[src/rtl/regfile_cmd_pkg.sv]
// Shared types for the register-file command master: op codes, response
// status codes, FSM states and the field widths they occupy.
package regfile_cmd_pkg;

    localparam int unsigned OP_W     = 2;
    localparam int unsigned STATUS_W = 2;
    localparam int unsigned STATE_W  = 3;

    typedef enum logic [OP_W-1:0] {
        OP_WR   = 2'b00,
        OP_RD   = 2'b01,
        OP_POLL = 2'b10,
        OP_RSVD = 2'b11
    } op_t;

    typedef enum logic [STATUS_W-1:0] {
        ST_OK      = 2'b00,
        ST_TIMEOUT = 2'b01,
        ST_BADOP   = 2'b10
    } status_t;

    typedef enum logic [STATE_W-1:0] {
        S_IDLE = 3'd0,
        S_WR   = 3'd1,
        S_RD   = 3'd2,
        S_CHK  = 3'd3,
        S_RESP = 3'd4
    } state_t;

endpackage

[src/rtl/regfile_cmd_master.sv]
// Register-file command master: accepts write/read/poll commands on a
// valid/ready stream, sequences the register-port access(es) and returns one
// response per command on a valid/ready stream.
//
// Ports:
//   clk_i, rst_i        clock, synchronous active-high reset
//   cmd_*               command stream (op, addr, be, data/compare, mask, tmo)
//   rsp_*               response stream (sample data, status)
//   reg_addr_o/data_o/be_o/wren_o, reg_data_i
//                       register-file port, combinational read return
module regfile_cmd_master
    import regfile_cmd_pkg::*;
#(
    parameter int unsigned ADDR_W = 7,
    parameter int unsigned DATA_W = 16,
    parameter int unsigned BE_W   = DATA_W / 8,
    parameter int unsigned RD_LAT = 0,
    parameter int unsigned TMO_W  = 16
) (
    input  logic                clk_i,
    input  logic                rst_i,
    input  logic                cmd_valid_i,
    output logic                cmd_ready_o,
    input  logic [OP_W-1:0]     cmd_op_i,
    input  logic [ADDR_W-1:0]   cmd_addr_i,
    input  logic [BE_W-1:0]     cmd_be_i,
    input  logic [DATA_W-1:0]   cmd_data_i,
    input  logic [DATA_W-1:0]   cmd_mask_i,
    input  logic [TMO_W-1:0]    cmd_tmo_i,
    output logic                rsp_valid_o,
    input  logic                rsp_ready_i,
    output logic [DATA_W-1:0]   rsp_data_o,
    output logic [STATUS_W-1:0] rsp_status_o,
    output logic [ADDR_W-1:0]   reg_addr_o,
    output logic [DATA_W-1:0]   reg_data_o,
    output logic [BE_W-1:0]     reg_be_o,
    output logic                reg_wren_o,
    input  logic [DATA_W-1:0]   reg_data_i
);

    localparam int unsigned LAT_W = (RD_LAT > 0) ? $clog2(RD_LAT + 1) : 1;

    state_t              state_q,      state_d;
    op_t                 op_q,         op_d;
    logic [ADDR_W-1:0]   addr_q,       addr_d;
    logic [BE_W-1:0]     be_q,         be_d;
    logic [DATA_W-1:0]   data_q,       data_d;
    logic [DATA_W-1:0]   mask_q,       mask_d;
    logic [TMO_W-1:0]    tmo_q,        tmo_d;
    logic [LAT_W-1:0]    lat_cnt_q,    lat_cnt_d;
    logic [TMO_W-1:0]    attempt_q,    attempt_d;
    logic [DATA_W-1:0]   sample_q,     sample_d;
    logic                cmd_ready_q,  cmd_ready_d;
    logic                rsp_valid_q,  rsp_valid_d;
    logic [DATA_W-1:0]   rsp_data_q,   rsp_data_d;
    status_t             rsp_status_q, rsp_status_d;
    logic                reg_wren_q,   reg_wren_d;

    logic [TMO_W-1:0]    attempt_inc;
    logic [TMO_W-1:0]    tmo_lim;
    logic                poll_hit;

    // Next-state and next-output computation; every output is a flop fed from here.
    always_comb begin
        state_d      = state_q;
        op_d         = op_q;
        addr_d       = addr_q;
        be_d         = be_q;
        data_d       = data_q;
        mask_d       = mask_q;
        tmo_d        = tmo_q;
        lat_cnt_d    = lat_cnt_q;
        attempt_d    = attempt_q;
        sample_d     = sample_q;
        rsp_data_d   = rsp_data_q;
        rsp_status_d = rsp_status_q;
        reg_wren_d   = 1'b0;

        attempt_inc = attempt_q + TMO_W'(1);
        // A zero limit still performs one attempt.
        tmo_lim     = (tmo_q == '0) ? TMO_W'(1) : tmo_q;
        poll_hit    = ((sample_q ^ data_q) & mask_q) == '0;

        unique case (state_q)
            S_IDLE: begin
                if (cmd_valid_i && cmd_ready_q) begin
                    op_d      = op_t'(cmd_op_i);
                    addr_d    = cmd_addr_i;
                    be_d      = cmd_be_i;
                    data_d    = cmd_data_i;
                    mask_d    = cmd_mask_i;
                    tmo_d     = cmd_tmo_i;
                    lat_cnt_d = '0;
                    attempt_d = '0;
                    unique case (op_t'(cmd_op_i))
                        OP_WR: begin
                            state_d    = S_WR;
                            reg_wren_d = |cmd_be_i;
                        end
                        OP_RD, OP_POLL: state_d = S_RD;
                        default: begin
                            state_d      = S_RESP;
                            rsp_status_d = ST_BADOP;
                            rsp_data_d   = '0;
                        end
                    endcase
                end
            end
            S_WR: begin
                state_d      = S_RESP;
                rsp_status_d = ST_OK;
                rsp_data_d   = '0;
            end
            S_RD: begin
                // Address has been held RD_LAT extra cycles once lat_cnt reaches RD_LAT.
                if (lat_cnt_q == LAT_W'(RD_LAT)) begin
                    sample_d = reg_data_i;
                    if (op_q == OP_RD) begin
                        state_d      = S_RESP;
                        rsp_status_d = ST_OK;
                        rsp_data_d   = reg_data_i;
                    end else begin
                        state_d = S_CHK;
                    end
                end else begin
                    lat_cnt_d = lat_cnt_q + LAT_W'(1);
                end
            end
            S_CHK: begin
                attempt_d = attempt_inc;
                if (poll_hit) begin
                    state_d      = S_RESP;
                    rsp_status_d = ST_OK;
                    rsp_data_d   = sample_q;
                end else if (attempt_inc == tmo_lim) begin
                    state_d      = S_RESP;
                    rsp_status_d = ST_TIMEOUT;
                    rsp_data_d   = sample_q;
                end else begin
                    state_d   = S_RD;
                    lat_cnt_d = '0;
                end
            end
            S_RESP: begin
                if (rsp_ready_i) begin
                    state_d = S_IDLE;
                end
            end
            default: state_d = S_IDLE;
        endcase

        cmd_ready_d = (state_d == S_IDLE);
        rsp_valid_d = (state_d == S_RESP);
    end

    // State and output registers.
    always_ff @(posedge clk_i) begin
        if (rst_i) begin
            state_q      <= S_IDLE;
            op_q         <= OP_WR;
            addr_q       <= '0;
            be_q         <= '0;
            data_q       <= '0;
            mask_q       <= '0;
            tmo_q        <= '0;
            lat_cnt_q    <= '0;
            attempt_q    <= '0;
            sample_q     <= '0;
            cmd_ready_q  <= 1'b1;
            rsp_valid_q  <= 1'b0;
            rsp_data_q   <= '0;
            rsp_status_q <= ST_OK;
            reg_wren_q   <= 1'b0;
        end else begin
            state_q      <= state_d;
            op_q         <= op_d;
            addr_q       <= addr_d;
            be_q         <= be_d;
            data_q       <= data_d;
            mask_q       <= mask_d;
            tmo_q        <= tmo_d;
            lat_cnt_q    <= lat_cnt_d;
            attempt_q    <= attempt_d;
            sample_q     <= sample_d;
            cmd_ready_q  <= cmd_ready_d;
            rsp_valid_q  <= rsp_valid_d;
            rsp_data_q   <= rsp_data_d;
            rsp_status_q <= rsp_status_d;
            reg_wren_q   <= reg_wren_d;
        end
    end

    assign cmd_ready_o  = cmd_ready_q;
    assign rsp_valid_o  = rsp_valid_q;
    assign rsp_data_o   = rsp_data_q;
    assign rsp_status_o = rsp_status_q;
    assign reg_addr_o   = addr_q;
    assign reg_data_o   = data_q;
    assign reg_be_o     = be_q;
    assign reg_wren_o   = reg_wren_q;

endmodule

[config.mk]
export PLATFORM = sky130hd
export DESIGN_NAME = regfile_cmd_master
export DESIGN_NICKNAME = d
export VERILOG_FILES = /design/src/rtl/regfile_cmd_pkg.sv /design/src/rtl/regfile_cmd_master.sv
export SDC_FILE = /design/constraint.sdc
export NUM_CORES = 1
export LEC_CHECK = 0
export CAP_MARGIN = 5
export CORE_MARGIN = 10
export CORE_UTILIZATION = 55
export CTS_BUF_LIST = sky130_fd_sc_hd__clkbuf_8
export DETAILED_ROUTE_END_ITERATION = 6
export PLACE_DENSITY = 0.87
export SLEW_MARGIN = 0
export SYNTH_ARGS = -nofsm -noshare
export SYNTH_HDL_FRONTEND = slang
export SYNTH_SLANG_ARGS = --single-unit
[constraint.sdc]
create_clock -name clk_i -period 7 [get_ports clk_i]
set_clock_uncertainty 0.15 [all_clocks]
set_input_delay 0.7 -clock clk_i [delete_from_list [all_inputs] [get_ports clk_i]]
set_output_delay 0.7 -clock clk_i [all_outputs]
set_load 0.02 [all_outputs]
; Word level (Yosys, flattened, before mapping)
; Index checks and enable logic that the tools add are counted.
[totals]
input_bits = 79
regBits = 116
elab_cells = 87
out_inout_bits = 46
[classes]
add_sub_neg = 2
mux = 30
n_bitwise = 6
reduce_logical = 18
n_eq_ne = 16
[ops]
columns = cell, n
row1 = $mux W16, 8
row2 = $pmux W16 S4, 1
row3 = $logic_not A16 Y1, 2
row4 = $pmux W16 S2, 1
row5 = $mux W3, 6
row6 = $add A16 B1 Y16 const B, 1
row7 = $and A16 B16 Y16, 1
row8 = $eq A16 B16 Y1, 1
row9 = $xor A16 B16 Y16, 1
row10 = $pmux W3 S5, 1
row11 = $mux W2, 6
row12 = $ne A2 B2 Y1 const B, 6
row13 = $pmux W2 S4, 1
row14 = $eq A3 B2 Y1 const B, 2
row15 = $eq A3 B3 Y1 const B, 2
row16 = $logic_not A3 Y1, 2
row17 = $pmux W3 S2, 1
row18 = $reduce_and A2 Y1, 3
row19 = $reduce_and A6 Y1, 1
row20 = $eq A2 B1 Y1 const B, 2
row21 = $mux W1, 4
row22 = $not A1 Y1, 4
row23 = $reduce_and A4 Y1, 1
row24 = $reduce_bool A4 Y1, 1
row25 = 12 further kinds, 13

; Longest topological paths before layout
[logic_depth]
word_depth = 7
mapped_depth = 10
mapped_depth_nobuf = 8

; Least setup slack after synthesis
; No wires, ideal clock.
[synth_timing]
path_kind = register -> register
start = register attempt_q[1]
end = register rsp_data_q[2], in the netlist rsp_data_o[2]
n_path_buf = 1
t_arrival_ns = 2.436
path_stages_with_launch = 9
period_less_slack_ns = 2.731
setup_time_ns = 0.145
setup_slack_ns = 4.269
cell_sequence = dfxtp_1 ha_1 and3_4 and2_1 o2111ai_1 or4b_4 o31ai_4 buf_2 a211oi_2
[synth_via]
elab_chain_cells = 4
[synth_rtl]
columns = element, line
row1 = "start, declared", regfile_cmd_master.sv:51  ; logic [TMO_W-1:0] attempt_q, attempt_d;
row2 = "start signal, assigned", regfile_cmd_master.sv:183  ; attempt_q <= attempt_d;
row3 = $add A16 B1 Y16, regfile_cmd_master.sv:79  ; attempt_inc = attempt_q + TMO_W'(1);
row4 = $eq A16 B16 Y1, regfile_cmd_master.sv:135  ; end else if (attempt_inc == tmo_lim) begin
row5 = $ne A3 B3 Y1 (no line), --
row6 = $reduce_and A6 Y1 (no line), --
row7 = "end signal, assigned", regfile_cmd_master.sv:187  ; rsp_data_q <= rsp_data_d;
row8 = "end, declared", regfile_cmd_master.sv:55  ; logic [DATA_W-1:0] rsp_data_q, rsp_data_d;
; No other way between the ends.
; A chain may end at the register's enable or synchronous reset.

; Worst setup path in the final report
[layout_timing]
start = register attempt_q[0]
end = register rsp_status_q[1], in the netlist rsp_status_o[1]
[layout_via]
elab_chain_cells = 4
[layout_rtl]
columns = element, line
row1 = $add A16 B1 Y16, regfile_cmd_master.sv:79
row2 = $eq A16 B16 Y1, regfile_cmd_master.sv:135
row3 = $ne A3 B3 Y1 (no line), --
row4 = $reduce_and A6 Y1 (no line), --
row5 = "end signal, assigned", regfile_cmd_master.sv:188  ; rsp_status_q <= rsp_status_d;
row6 = "end, declared", regfile_cmd_master.sv:56  ; status_t rsp_status_q, rsp_status_d;
; No other way between the ends.

==> results.json <==
{
  "p_leak_nw": 2.538,
  "synth-warning-count": 0,
  "antenna_found_initial": 0,
  "synth_top_cell_area_share": 0.4324,
  "cp-start-kind": "register",
  "cts_buffers": 17,
  "worstMarginPinSlew_ps": 1214,
  "async_reset_ff_frac": 0,
  "cts_root_buf": "clkbuf_8",
  "die_x_um": 118.4,
  "path_clk_slew_ps": 80,
  "grt_max_degree": 75,
  "place_hpwl_um": 11550,
  "yosysSeqAreaShare": 0.4324,
  "crit_start": "attempt_q[0]",
  "cap_violations": 0,
  "synthCells": 660,
  "finalSetupViolations": 0,
  "layout.cells.non_filler": 899,
  "rows": 35,
  "fin_total_pwr_mw": 2.048,
  "syn_area_mm2": 0.005324,
  "tritoncts": "built",
  "grt_use_total": 0.2233,
  "ys_types": 54,
  "pin_count": 125,
  "post_dp_cell_area_mm2": 0.006544,
  "yosysTopAreaCell": "dfxtp_1",
  "ys_seq_elements": 115,
  "fp.dieH_um": 118.4,
  "r2r-start": "attempt_q[0]",
  "vias": 5284,
  "cts_resized": 0,
  "finalHoldViolations": 0,
  "dr.first_iter.drc_count": 522,
  "dp.cells": 866,
  "critPathArrivalTime_ps": 3440,
  "synth_area_leaders": "dfxtp_1, nand2_1, a21oi_1",
  "holdWs_ps": 305.5,
  "maxSlewViolCount": 0,
  "cp-end-kind": "register",
  "synth_ff_type": "dfxtp_1",
  "critPathMaxFanout": 35,
  "fin_ws_ps": 3755,
  "clock_path_buffers": 2,
  "core_mm2": 0.009328,
  "grt_pass1_vias": 5133,
  "final_nets": 840,
  "syn_area_per_cell_um2": 8.066,
  "final_util": 0.7461,
  "max-vdd-ir-drop_v": 0.0001983,
  "syn_to_final_growth_pct": 30.72,
  "relSlewSlack": 0.1870,
  "grt_pass1_wl_um": 26160,
  "fin_area_mm2": 0.006959,
  "htree_levels": 4,
  "vias_per_cell": 5.878,
  "postCtsSetupBuffers": 0,
  "critical_path_required_ps": 7190,
  "dp_slack_ps": 3206,
  "finalWirelength_um": 16190,
  "synth_edf_count": 0,
  "post-route-period-util": 0.4635,
  "critPathKind": "register to register",
  "wl_per_cell_um": 18.01,
  "io_buffers": 124,
  "rsz0062_at_grt": "no",
  "drive_above_1_share": 0.08182,
  "syn_nets": 743,
  "initial_core_util": 0.5708,
  "min-delay-start": "op_q[1]",
  "ant_nets": 0,
  "holdCritPathClass": "register to register",
  "clk_latency_ps": 440,
  "ctsHoldBuffers": 0,
  "dr.pass1.iters": 5,
  "setup_tns_ps": 0,
  "routabilityCongestion": 0.8789,
  "p_per_area_mw_per_mm2": 294.2,
  "die_area_mm2": 0.01402,
  "max_freq_ghz": 0.3082,
  "period_minus_slack_ps": 3245,
  "antenna_cells": 0,
  "status": "completed",
  "cts_sinks": 115,
  "grt-ovfl-total": 0,
  "drc": 0
}
[path summary, 6_finish.rpt]
check	cells after the start	to	slack (ps)
setup / recovery	9	rsp_status_o[1]	3760
hold / removal	2	op_q[1]	310
setup reg to reg	9	rsp_status_o[1]	3760
hold reg to reg	2	op_q[1]	310
[report_power, final]
group          internal, mW  switching (mW)  total, mW
Sequential            0.742          0.0718      0.813
Clock                 0.340           0.296      0.637
Combinational         0.254           0.344      0.597
Total                  1.34           0.712       2.05
[layer usage]
layer	vias up	wire, µm	part of all wire	GRT usage
met5	-	0	0	0
met4	0	223	0.014	0.07023
met3	21	1590	0.098	0.06759
met2	230	7517	0.46	0.3508
met1	2512	6857	0.42	0.2875
li1	2521	-	-	-
[state kept, by name, summed over array words and instances, names as in the netlist]
| signal | count |
|---|---|
| attempt_q | 16 |
| mask_q | 16 |
| reg_data_o | 16 |
| rsp_data_o | 16 |
| sample_q | 16 |
| tmo_q | 16 |
| reg_addr_o | 7 |
| state_q | 3 |
| op_q | 2 |
| reg_be_o | 2 |
| rsp_status_o | 2 |
| cmd_ready_o | 1 |
| reg_wren_o | 1 |
| rsp_valid_o | 1 |
[synthesized netlist by cell type (2+ instances only)]
cell type  number
a21oi_1       115
and2_1          3
inv_1           5
xor2_1         23
nand4b_1        2
nor2b_1         3
nand2b_1        2
ha_1            4
nor2_1         22
nor3_1          8
and4_1          2
buf_2           7
nand4_1         8
nor4_1          6
buf_6           2
o21ai_0        16
a22oi_1        10
buf_1           4
nor3b_1         2
or3_1           4
a211oi_2       14
o21bai_1        2
nand2_1       165
a31oi_1         4
a311oi_1        4
a221oi_1       18
nand3_1         6
and3_1          4
clkbuf_1       35
o21a_1          2
xnor2_1        14
dfxtp_1       115
a211oi_1        7
clkbuf_2        2
[cells by family (layout without fill, tap and decap cells)]
kind of cell	Yosys count	count (layout)	synth area share
AOI/OAI and AO/OA	202	202	0.2465
adders and majority gates	4	4	0.009401
xor gates and xnor gates	37	37	0.06087
DFF	115	115	0.4324
buffers and inverters	57	167	0.04583
and+or+nand+nor	245	245	0.2049
[critical path, stage by stage (launching register included)]
cell and delay (ps):
dfxtp_1 510, ha_1 410, nand4_1 170, nor4_1 440, xnor2_1 190, o2111ai_2 230, o31ai_4 280, buf_4 400
nand2_1 90, a221oi_1 290
[layout by cell type, fill, tap and decap left out, drive strengths merged, types with 14 or more instances in the layout]
master         instances
nand2                165
clkdlybuf4s50        123
a21oi                115
dfxtp                115
xor2                  23
nor2                  22
a211oi                21
clkbuf                19
a221oi                18
o21ai                 16
xnor2                 14
[area by class of cell]
type / instances / area (µm²)
Timing Repair Buffer: 129 / 1276
Tap cell: 129 / 161.4
Multi-Input combinational cell: 488 / 2789
Fill cell: 682 / 2369
Clock buffer: 19 / 261.5
Clock inverter: 13 / 146.4
Inverter: 6 / 22.52
Sequential cell: 115 / 2302
Power figures use the tool's default switching activity.
